===== src/rtl/trackball_quad_decoder.sv =====
// Trackball direction/clock receiver: synchronises and deglitches h/v lines,
// counts filtered clock rising edges per axis and serves latched snapshots to the CPU.
module trackball_quad_decoder #(
  parameter int FILTER = 4,
  parameter int WIDTH  = 8
) (
  input  logic             clk,
  input  logic             reset_n,
  input  logic             h_dir,
  input  logic             h_clk,
  input  logic             v_dir,
  input  logic             v_clk,
  input  logic             flip,
  input  logic             latch,
  input  logic             addr,
  output logic [WIDTH-1:0] dout,
  output logic [WIDTH-1:0] h_count,
  output logic [WIDTH-1:0] v_count
);

  localparam logic [3:0]       FILT_LAST = 4'(FILTER - 1);
  localparam logic [WIDTH-1:0] ONE       = WIDTH'(1);

  // Line order inside the 4-bit vectors: 0 = h_dir, 1 = h_clk, 2 = v_dir, 3 = v_clk.
  logic [3:0]       w_in;
  logic [3:0]       w_accept;
  logic             w_hEvent;
  logic             w_vEvent;
  logic             w_hUp;
  logic             w_vUp;

  logic [3:0]       r_s1;
  logic [3:0]       r_s2;
  logic [3:0]       r_filt;
  logic [3:0]       r_fcnt [4];
  logic [WIDTH-1:0] r_hCount;
  logic [WIDTH-1:0] r_vCount;
  logic [WIDTH-1:0] r_holdH;
  logic [WIDTH-1:0] r_holdV;
  logic [WIDTH-1:0] r_dout;

  assign w_in = {v_clk, v_dir, h_clk, h_dir};

  always_comb begin
    w_accept = '0;
    for (int l = 0; l < 4; l++) begin
      w_accept[l] = (r_s2[l] != r_filt[l]) && (r_fcnt[l] == FILT_LAST);
    end
  end

  // A count fires on the same edge the filtered clock line is accepted high.
  assign w_hEvent = w_accept[1] & r_s2[1];
  assign w_vEvent = w_accept[3] & r_s2[3];
  assign w_hUp    = r_filt[0] ^ flip;
  assign w_vUp    = r_filt[2] ^ flip;

  always_ff @(posedge clk or negedge reset_n) begin
    if (!reset_n) begin
      r_s1   <= '0;
      r_s2   <= '0;
      r_filt <= '0;
      for (int l = 0; l < 4; l++) begin
        r_fcnt[l] <= '0;
      end
    end else begin
      r_s1 <= w_in;
      r_s2 <= r_s1;
      for (int l = 0; l < 4; l++) begin
        if (r_s2[l] == r_filt[l]) begin
          r_fcnt[l] <= '0;
        end else if (w_accept[l]) begin
          r_filt[l] <= r_s2[l];
          r_fcnt[l] <= '0;
        end else begin
          r_fcnt[l] <= r_fcnt[l] + 4'd1;
        end
      end
    end
  end

  // Hold registers sample the pre-update counters, so a same-edge count shows up in the next latch.
  always_ff @(posedge clk or negedge reset_n) begin
    if (!reset_n) begin
      r_hCount <= '0;
      r_vCount <= '0;
      r_holdH  <= '0;
      r_holdV  <= '0;
      r_dout   <= '0;
    end else begin
      if (w_hEvent) begin
        r_hCount <= w_hUp ? r_hCount + ONE : r_hCount - ONE;
      end
      if (w_vEvent) begin
        r_vCount <= w_vUp ? r_vCount + ONE : r_vCount - ONE;
      end
      if (latch) begin
        r_holdH <= r_hCount;
        r_holdV <= r_vCount;
      end
      r_dout <= addr ? r_holdV : r_holdH;
    end
  end

  assign h_count = r_hCount;
  assign v_count = r_vCount;
  assign dout    = r_dout;

endmodule


===== config.mk =====
export PLATFORM = sky130hd
export DESIGN_NAME = trackball_quad_decoder
export DESIGN_NICKNAME = d
export VERILOG_FILES = /design/src/rtl/trackball_quad_decoder.sv
export SDC_FILE = /design/constraint.sdc
export NUM_CORES = 1
export LEC_CHECK = 0
export BUFFER_PORTS_ARGS = -buffer_cell sky130_fd_sc_hd__buf_2
export CORE_MARGIN = 2
export CORE_UTILIZATION = 46
export DETAILED_ROUTE_END_ITERATION = 6
export PLACE_DENSITY = 0.76
export SYNTH_ARGS = -nofsm -noshare
export SYNTH_HDL_FRONTEND = slang
export SYNTH_SLANG_ARGS = --single-unit

===== constraint.sdc =====
create_clock -name clk -period 2.45 [get_ports clk]
set_input_delay 0.49 -clock clk [delete_from_list [all_inputs] [get_ports clk]]
set_output_delay 0.49 -clock clk [all_outputs]
set_load 0.02 [all_outputs]

==> Yosys cells after proc, flatten, opt, wreduce, memory -nomap -nowiden <==
Cells that the tools add are included.
{ "classes": {"eq_ne": 12, "muxes": 11, "n_mul": 0, "n_div": 0, "shift": 0, "bitwise_logic": 8, "n_reduce_logical": 8, "n_lt_le_gt_ge": 0, "add_sub_neg": 8} }
{ "op_table": {"columns": ["operator", "n"], "rows": [
  ["4-bit two-way mux", 8],
  ["8-bit two-way mux", 3],
  ["4-bit by 1-bit adder with 4-bit output, second input constant", 4],
  ["8-bit by 1-bit adder with 8-bit output, second input constant", 2],
  ["4-bit by 2-bit == test with 1-bit output, second input constant", 4],
  ["8-bit by 1-bit subtractor with 8-bit output, second input constant", 2],
  ["2-bit AND reduction", 4],
  ["1-bit == test", 4],
  ["1-bit logical AND", 4],
  ["1-bit != test", 4],
  ["1-bit NOT", 4],
  ["1-bit bitwise AND", 2],
  ["1-bit XOR", 2]
]} }
{ "totals": {"romBits": 0, "regBits": 68, "ramBits": 0, "n_memories": 0, "latchBits": 0} }

==> Logic depth before layout (Yosys ltp) <==
{ "depth": {"word_depth": 4, "ltp_mapped": 7, "depth_no_buf": 7} }

==> Worst setup path after synthesis <==
Ideal clock, no wire load.
{ "synth_timing": {"path_kind": "input to register", "startpoint": "in flip", "endpoint": "reg r_hCount[6] (netlist: h_count[6])", "arrival_time_ns": 1.782, "setup_ns": 0.080, "path_stages": 6, "path_slack_ns": 0.588, "t_required_ns": 2.370, "path_cell_list": "xor2_2 -> xnor2_1 -> ha_1 -> or3b_1 -> a21oi_1 -> xor2_1"} }
{ "synth_via": {"elab_chain_cells": 2} }
{ "synth_lines": {"columns": ["element", "line_no", "source"], "rows": [
  ["start, declared", "13", "input logic flip,"],
  ["1-bit XOR", "54", "assign w_hUp = r_filt[0] ^ flip;"],
  ["8-bit two-way mux", "91", "r_hCount <= w_hUp ? r_hCount + ONE : r_hCount - ONE;"],
  ["end signal, assigned", "91", null],
  ["end, declared", "36", "logic [WIDTH-1:0] r_hCount;"]
]} }
No other way between the ends.
A chain may end at the register's enable or synchronous reset.

==> Worst setup path in the final report <==
{ "layout_timing": {"startpoint": "reg r_filt[0]", "endpoint": "reg r_hCount[6] (netlist: h_count[6])"} }
{ "layout_via": {"elab_chain_cells": 2} }
{ "layout_lines": {"columns": ["element", "line_no", "source"], "rows": [
  ["start, declared", "34", "logic [3:0] r_filt;"],
  ["start signal, assigned by index", "72", "r_filt[l] <= r_s2[l];"],
  ["1-bit XOR", "54", null],
  ["8-bit two-way mux", "91", null]
]} }
No other way between the ends.

==> results.yml <==
outcome:
  status: "complete, no violations"
yosys:
  async_reset_ff_frac: 1.00
  postSynthRegisterBits: 68
  synth_sequential_area_ratio: 0.583
  synth.yosys.warnings: 0
  synth_enable_flop_cells: 0
  ys_dominant_reg_cell: "dfrtp_1"
  synth.distinct_cells: 34
  syn_nets: 236
  syn-cell-area_sq_um: 2920
  avgSynthCellArea_sq_um: 13.2
  synthesis.instances: 221
timing:
  tightestPinTransition_ns: 0.577
  clock.fmax_mhz: 487
  timing.final.ws_setup_ns: 0.396
  setup_viol: 0
  final.setup_skew_ns: 0.00809
  holdWs_ns: 0.151
  timing_hold_violations_final: 0
  grt_setup_unrepaired: "no"
  fraction_of_the_cycle_the_final_worst_path_needs: 0.838
  layout_min_cycle_time_ns: 2.05
  sum_of_negative_setup_slack_ns: 0
  final-max-slew-violation-count: 0
  slew-limit-headroom: 0.615
power_and_ir_drop:
  power-per-cell-area_nw_per_um2: 1160
  max-vdd-ir-drop_v: 0.000609
  static-leakage-power_nw: 1.51
grt:
  antenna_found_initial: 0
  gr-usage-all-layers: 0.154
  grt_pass1_wl_mm: 8.55
  gr-usage-met1: 0.218
  gr-max-usage-layer: "met2"
  groute.layer.met2.usage: 0.222
  grt_max_degree: 69
  use_met3: 0.0455
  grt_pass1_vias: 1805
  global_route.overflow_total: 0
floorplanning:
  die_x_um: 83.6
  fp.coreArea_sq_um: 6240
  initial_core_util: 0.468
  fp.dieArea_sq_um: 7000
  die_height_um: 83.6
  io_pins: 33
  std_cell_rows: 29
layout:
  post_route_cells_drive_above_1_share: 0.316
  num_antenna_cells: 0
  layout.cell_area.non_filler_sq_um: 3320
  final_net_count: 274
  areaGrowthSynthToFinish_pct: 13.8
  post_route_core_utilization: 0.532
worst_setup_path:
  worst-endpoint-arrival_ns: 2.31
  start_kind: "flip-flop"
  endpoint_kind: "flip-flop"
  worstReg2RegStart: "r_filt[0]$_DFFE_PN0P_"
  timing.critical_path.fanout_max: 9
  critPathLaunch: "r_filt[0]$_DFFE_PN0P_"
  timing_worst_setup_path_type: "reg -> reg"
  critPathRequiredTime_ns: 2.71
placed_design:
  place_hpwl_mm: 3.34
  dpl_worst_slack_ns: 0.276
  finalWeightedCongestion: 0.826
  numPortBuffers: 32
  dpl_cell_area_sq_um: 3150
run:
  maxCapViolations: 0
clock_tree:
  clockBufferDepth: 2
  cts_resized: 0
  ctsRootBufferMaster: "clkbuf_8"
  htree_levels: 3
  tritoncts: "yes"
  clk_pin_slew_worst_paths_ns: 0.07
  numCtsBuffers: 9
  numClockSinks: 68
  post_cts_hold_buffer_count: 0
  clk-insertion-delay-late_ns: 0.33
  post_cts_buffers: 0
detailed_routing:
  post_drt_wl_per_cell_um: 14.4
  drtPass1Iterations: 5
  vias_per_cell: 5.29
  drc: 0
  dr_total_vias: 1798
  postRouteAntennaNets: 0
  drtIter0Drc: 84
  totalWireLength_mm: 4.91
hold_path:
  hold_path_class: "in -> async"
==> synthesized netlist by cell type, drive strengths merged, types with 6 or more instances <==
cell type,n,area [sq um]
ha,6,75.1
nand4,7,43.8
dfrtp,68,1700
nand3,9,45.0
xor2,17,164
a21oi,14,73.8
nor3,8,40.0
nand2,6,22.5
mux2,31,349
nor2,7,26.3
nand3b,6,57.6
xnor2,11,96.3
==> registers in the layout, indices dropped and copies added, names as in the netlist <==
| signal | flops |
|---|---|
| dout | 8 |
| r_s2 | 4 |
| r_holdV | 8 |
| r_holdH | 8 |
| h_count | 8 |
| r_filt | 4 |
| r_fcnt | 16 |
| r_s1 | 4 |
| v_count | 8 |
==> layer usage <==
layer / part of all wire / up-vias
met1: 0.49 / 905
met3: 0.042 / 7
met2: 0.45 / 32
li1: - / 854
met5: 0 / -
met4: 0.015 / 0
==> worst max-delay path: stages (launching register included) <==
cell and delay [ns]:
dfrtp_1 0.51, xor2_2 0.35, xnor2_1 0.17, ha_1 0.24, or3b_1 0.36, a21oi_1 0.19, xor2_1 0.17
==> cell type report <==
class | instances | area [sq um]
Clock buffer | 9 | 124
Fill cell | 540 | 2920
Timing Repair Buffer | 33 | 180
Multi-Input combinational cell | 147 | 1180
Sequential cell | 68 | 1700
Tap cell | 77 | 96.3
Clock inverter | 6 | 42.5
==> report_power, final <==
group,internal (W),switching (W),total (W)
Sequential,0.00149,0.000397,0.00188
Combinational,0.000555,0.000629,0.00118
Clock,0.000360,0.000414,0.000774
Total,0.00240,0.00144,0.00384
==> metrics by stage <==
stage	power, W	std cells
2_1_floorplan	0.00272	221
3_3_place_gp	0.00305	325
3_5_place_dp	0.00309	325
4_1_cts	0.00389	340
5_1_grt	0.00410	340
6_report	0.00384	340
==> worst paths after layout <==
check / endpoint / slack, ns / cells after the start
hold reg to reg: r_s2[2]$_DFF_PN0_ / 0.35 / 0
setup reg to reg: h_count[6]$_DFFE_PN0P_ / 0.40 / 6
setup / recovery: h_count[6]$_DFFE_PN0P_ / 0.40 / 6
max in group asynchronous: r_fcnt[0]$_DFF_PN0_ / 2.00 / 2
min in group clk: r_s1[1]$_DFF_PN0_ / 0.26 / 1
hold / removal: r_fcnt[10]$_DFF_PN0_ / 0.15 / 2
==> layout by cell type, fill, tap and decap left out, drive strengths merged, types with 3 or more instances in the layout <==
cell	n
xor2	17
clkinv	4
dfrtp	68
nor2	7
nand2b	3
nor2b	4
nand3	9
clkbuf	9
nand2	6
xnor2	11
or3	3
nand4	7
a21oi	14
ha	6
mux2	31
nand3b	6
nor3b	4
nor3	8
buf	33
==> logic make-up (layout without fill, tap and decap cells) <==
kind of cell | Yosys count | in the layout | share of synthesized area
buf+inv | 6 | 48 | 0.0137
compound gates | 15 | 15 | 0.0279
simple gates | 67 | 67 | 0.141
xor+xnor | 28 | 28 | 0.0892
flops | 68 | 68 | 0.583
fa+ha+maj | 6 | 6 | 0.0257
mux | 31 | 31 | 0.120
(Power assumes the default switching activity.)
